--- src/rtl/demux12_2bits_flop.sv ---
// demux12_2bits_flop: 1:2 valid/ready demultiplexer with a registered FIFO per
// output channel, so a stall on one channel never blocks the other.
// Optional feature macro: DEMUX_COUNT_EN adds saturating per-channel pop
// counters on ports xfer_cnt0/xfer_cnt1.
`timescale 1ns/1ps
`ifndef DEMUX12_2BITS_FLOP
`define DEMUX12_2BITS_FLOP

module demux12_2bits_flop #(
  parameter int WIDTH = 2,
  parameter int DEPTH = 2
) (
  input  logic             clk,
  input  logic             reset_L,
  input  logic [WIDTH-1:0] data_in,
  input  logic             valid_in,
  input  logic             selector,
  output logic             ready_out,
  output logic [WIDTH-1:0] data_out0,
  output logic             valid_out0,
  input  logic             ready0,
  output logic [WIDTH-1:0] data_out1,
  output logic             valid_out1,
  input  logic             ready1
`ifdef DEMUX_COUNT_EN
  ,
  output logic [7:0]       xfer_cnt0,
  output logic [7:0]       xfer_cnt1
`endif
);

  localparam int AW = $clog2(DEPTH);

  typedef enum logic [1:0] {
    ST_EMPTY   = 2'd0,
    ST_PARTIAL = 2'd1,
    ST_FULL    = 2'd2
  } state_t;

  localparam logic [AW:0]   CNT_ONE = (AW+1)'(1);
  localparam logic [AW:0]   CNT_MAX = (AW+1)'(DEPTH);
  localparam logic [AW-1:0] PTR_ONE = AW'(1);

  logic [1:0]            full;
  logic [1:0]            empty;
  logic [1:0]            push;
  logic [1:0]            pop;
  logic [1:0]            sink_ready;
  logic [1:0][WIDTH-1:0] head;
`ifdef DEMUX_COUNT_EN
  logic [1:0][7:0]       xfer_cnt;
`endif

  // Input side: ready depends only on the selected channel's registered state,
  // so a full FIFO never admits a beat even if it pops on the same edge.
  assign sink_ready = {ready1, ready0};
  assign ready_out  = ~full[selector];
  assign push[0]    = valid_in & ready_out & ~selector;
  assign push[1]    = valid_in & ready_out & selector;
  assign pop        = ~empty & sink_ready;

  for (genvar ch = 0; ch < 2; ch++) begin : g_chan
    state_t           state_q, state_d;
    logic [AW:0]      count_q, count_d;
    logic [AW-1:0]    wr_ptr_q, rd_ptr_q;
    logic [WIDTH-1:0] mem [DEPTH];

    // State, occupancy and pointer registers; pointers wrap modulo DEPTH.
    // NOTE: sequential state uses non-blocking (<=) so every flop samples pre-edge values.
    always_ff @(posedge clk or negedge reset_L) begin
      if (!reset_L) begin
        state_q  <= ST_EMPTY;
        count_q  <= '0;
        wr_ptr_q <= '0;
        rd_ptr_q <= '0;
      end else begin
        state_q <= state_d;
        count_q <= count_d;
        if (push[ch]) wr_ptr_q <= wr_ptr_q + PTR_ONE;
        if (pop[ch])  rd_ptr_q <= rd_ptr_q + PTR_ONE;
      end
    end

    // Storage write on push.
    // NOTE: the data array has no reset; stale entries are invisible because data_out is gated by valid.
    always_ff @(posedge clk) begin
      if (push[ch]) mem[wr_ptr_q] <= data_in;
    end

    // Next-state: EMPTY/PARTIAL/FULL tracking the occupancy count.
    // NOTE: defaults first so every path assigns every output and no latch is inferred.
    always_comb begin
      state_d = state_q;
      count_d = count_q;
      unique case (state_q)
        ST_EMPTY: begin
          if (push[ch]) begin
            state_d = ST_PARTIAL;
            count_d = CNT_ONE;
          end
        end
        ST_PARTIAL: begin
          if (push[ch] && !pop[ch]) begin
            count_d = count_q + CNT_ONE;
            if (count_q + CNT_ONE == CNT_MAX) state_d = ST_FULL;
          end else if (pop[ch] && !push[ch]) begin
            count_d = count_q - CNT_ONE;
            if (count_q == CNT_ONE) state_d = ST_EMPTY;
          end
        end
        ST_FULL: begin
          if (pop[ch]) begin
            state_d = ST_PARTIAL;
            count_d = count_q - CNT_ONE;
          end
        end
        default: begin
          state_d = ST_EMPTY;
          count_d = '0;
        end
      endcase
    end

    assign full[ch]  = (state_q == ST_FULL);
    assign empty[ch] = (state_q == ST_EMPTY);
    assign head[ch]  = empty[ch] ? '0 : mem[rd_ptr_q];

`ifdef DEMUX_COUNT_EN
    logic [7:0] xfer_q;

    // Pop counter, saturating at 255.
    always_ff @(posedge clk or negedge reset_L) begin
      if (!reset_L)                        xfer_q <= 8'd0;
      else if (pop[ch] && xfer_q != 8'hFF) xfer_q <= xfer_q + 8'd1;
    end

    assign xfer_cnt[ch] = xfer_q;
`endif
  end

  assign data_out0  = head[0];
  assign valid_out0 = ~empty[0];
  assign data_out1  = head[1];
  assign valid_out1 = ~empty[1];
`ifdef DEMUX_COUNT_EN
  assign xfer_cnt0  = xfer_cnt[0];
  assign xfer_cnt1  = xfer_cnt[1];
`endif

endmodule

`endif

--- config.mk ---
export PLATFORM = sky130hd
export DESIGN_NAME = demux12_2bits_flop
export DESIGN_NICKNAME = d
export VERILOG_FILES = /design/src/rtl/demux12_2bits_flop.sv
export SDC_FILE = /design/constraint.sdc
export NUM_CORES = 1
export LEC_CHECK = 0
export CELL_PAD_IN_SITES_DETAIL_PLACEMENT = 1
export CELL_PAD_IN_SITES_GLOBAL_PLACEMENT = 2
export CORE_MARGIN = 2
export CORE_UTILIZATION = 36
export CTS_CLUSTER_DIAMETER = 150
export CTS_CLUSTER_SIZE = 14
export DETAILED_ROUTE_END_ITERATION = 12
export MAX_ROUTING_LAYER = met4
export PLACE_DENSITY_LB_ADDON = 0.1
export RECOVER_POWER = 100
export SYNTH_ARGS = -nofsm -noshare
export SYNTH_HDL_FRONTEND = slang
export SYNTH_SLANG_ARGS = --single-unit
--- constraint.sdc ---
create_clock -name clk -period 4.4 [get_ports clk]
set_input_delay 0.88 -clock clk [delete_from_list [all_inputs] [get_ports clk]]
set_output_delay 0.88 -clock clk [all_outputs]
set_load 0.1 [all_outputs]
==> flow_metrics.tcl <==
set metrics [dict create \
    rr_endpoint "g_chan[1].count_q[1]" \
    drt_iter0_drc 32 \
    antenna_found_initial 0 \
    critPathMaxFanout 4 \
    finalCritPeriodShare 0.779 \
    postLayoutCoreUtil 0.461 \
    hold_path.class "reg -> reg" \
    ir_drop_mv 0.208 \
    rsz0062_at_grt "false" \
    grt_pass1_wl_mm 4.00 \
    grt_max_degree 13 \
    syn_area_sq_um 1080 \
    clk-insertion-delay-late_ns 0.31 \
    synth_top_flop_cell "dfrtp_1" \
    max_cap_violations 0 \
    grt_use_total 0.162 \
    leakagePower_uw 0.000551 \
    tightest_slew_ns 1.16 \
    place_area_sq_um 1260 \
    path_class "in -> out" \
    dr_total_vias 814 \
    cts_hold_buf 0 \
    slew_headroom 0.231 \
    worstSetupEndpointType "output port" \
    drive_gt1_frac 0.0569 \
    synth_fp_nets 119 \
    start_kind "input pin" \
    cts_root_buffer "clkbuf_4" \
    yosys-top-cells-area "dfrtp_1, edfxtp_1, ha_1, nand2_1, mux2i_1" \
    power_density_nw_per_um2 766 \
    rrSetupSlack_ns 2.35 \
    pin_count 15 \
    grt-ovfl-total 0 \
    dieWidth_um 58.8 \
    fill_cells 333 \
    fmaxAchievable_ghz 0.292 \
    cts_htree_levels 1 \
    cts_tree "built" \
    die_h_um 58.8 \
    hpwl_mm 1.94 \
    synth_cells 105 \
    regToRegStartpoint "g_chan[1].state_q[0]" \
    synth_warnings 0 \
    yosys.area.top_type_share 0.278 \
    violations "design-rule violations" \
    synth_common_cells "nand2_1, dfrtp_1, inv_1, nor2_1, edfxtp_1" \
    cp-startpoint "selector" \
    dieArea_sq_um 3450 \
    ctsLongestPathBuffers 2 \
    cts_sinks 20 \
    first_pass_iters 8 \
    r2r_cells 6 \
    finClkSkew_ns 0.0113 \
    post_cts_resized 0 \
    finalSetupTns_ns 0 \
    grt_pass1_vias 855 \
    synth_most_common_cell "nand2_1" \
    area_delta_synth_final_pct 19.7 \
    core_sq_um 2810 \
    syn_avg_cell_area_sq_um 10.3 \
    gp_congestion 0.779 \
    postCtsSetupBuffers 0 \
    yosysSeqAreaShare 0.501 \
    clk_pin_slew_ns 0.11 \
    crit_end "ready_out" \
    io_buffers 14 \
    ys_async_sr_fraction 0.600 \
    cts_buffers 3 \
    start_util 0.385 \
    wl_per_cell_um 15.9 \
    worst_ep_required_time_ns 3.52 \
    n_antenna_cell 0 \
    cp_data_arrival_time_ns 2.55 \
    drc 1 \
    yosys.area.top_type "dfrtp_1" \
    finalNetCount 138 \
    period_minus_slack_ns 3.43 \
    setup_viol_count_final 0 \
    fp-row-count 19 \
    ys_seq_elements 20 \
    postLayoutCellArea_sq_um 1290 \
    drt.antenna.violating_nets 0 \
    wl_mm 2.46 \
    synth_edf_count 8 \
    finalMaxSlewViolations 0 \
    outcome "finished with violations" \
    synthDistinctLibCells 26 \
    routed_via_density 5.29 \
    finalHoldViolCount 0 \
]
-- worst min path at each step --
stage | startpoint | to | cells after the start
2_1_floorplan | g_chan[0].wr_ptr_q | g_chan[0].wr_ptr_q | 1
3_3_place_gp | g_chan[1].wr_ptr_q | g_chan[1].wr_ptr_q | 1
3_5_place_dp | g_chan[0].wr_ptr_q | g_chan[0].wr_ptr_q | 1
4_1_cts | g_chan[0].wr_ptr_q | g_chan[0].wr_ptr_q | 1
5_1_grt | g_chan[0].wr_ptr_q | g_chan[0].wr_ptr_q | 1
6_report | g_chan[0].wr_ptr_q | g_chan[0].wr_ptr_q | 1
-- layer usage --
metal,vias up,part of all wire,track usage
met1,397,0.47,0.204
li1,403,-,-
met3,2,0.032,0.0286
met4,0,0.0053,0.0584
met2,12,0.50,0.260
met5,-,0,-
-- area by class of cell --
type / count / area, sq um / area share
timing repair buffer: 14 / 134 / 0.104
inverter: 9 / 33.8 / 0.0261
clock buffer: 3 / 22.5 / 0.0174
clock inverter: 1 / 30.0 / 0.0232
sequential: 20 / 541 / 0.418
multi-input combinational: 76 / 493 / 0.381
tap: 31 / 38.8 / 0.0300
-- critical path, cell delays in order --
cell and delay [ns]:
dlygate4sd3_1 0.60, nor2_1 0.07, a21oi_1 0.12, clkbuf_1 0.88
-- through the flow --
| step | total power (uW) | hold WS, ns | setup slack [ns] | cells |
|---|---|---|---|---|
| 6_report | 990 | 0.497 | 0.971 | 154 |
| 5_1_grt | 1050 | 0.514 | 0.912 | 154 |
| 4_1_cts | 1020 | 0.495 | 1.25 | 154 |
| 3_5_place_dp | 862 | 0.476 | 1.59 | 150 |
| 3_3_place_gp | 845 | 0.475 | 1.63 | 150 |
| 2_1_floorplan | 729 | 0.456 | 1.15 | 105 |
-- report_power, final --
part / switching [uW] / internal [uW] / leakage, uW
sequential: 59.0 / 252 / 0.000218
clock: 60.1 / 92.1 / 0.0000279
combinational: 364 / 163 / 0.000305
-- cells by family (layout without fill, tap and decap cells) --
| group | count (synthesis) | in the layout | share of synthesized area |
|---|---|---|---|
| AND/OR/NAND/NOR | 36 | 36 | 0.166 |
| AO/OA/AOI/OAI | 23 | 23 | 0.132 |
| flip-flops | 20 | 20 | 0.501 |
| buffers and inverters | 9 | 27 | 0.0313 |
| adder cells (fa/ha/maj) | 6 | 6 | 0.0695 |
| multiplexers | 6 | 6 | 0.0603 |
| XOR/XNOR | 5 | 5 | 0.0406 |
-- flip-flops by register name, summed over array words and instances, names as in the netlist --
register / cells
g_chan.count_q: 4
g_chan.mem: 8
g_chan.rd_ptr_q: 2
g_chan.state_q: 4
g_chan.wr_ptr_q: 2
-- placed cells by master (no fill, tap or decap), types with 2 or more instances in the layout --
master,n
a21oi_1,7
a221oi_1,2
and2_0,2
clkbuf_4,3
dfrtp_1,12
dlygate4sd3_1,12
edfxtp_1,8
ha_1,6
inv_1,9
mux2i_1,5
nand2_1,15
nand2b_1,3
nor2_1,10
nor3_1,3
o211ai_1,2
o21ai_0,6
o22ai_1,3
xnor2_1,2
xor2_1,3
Power figures use the tool's default switching activity.
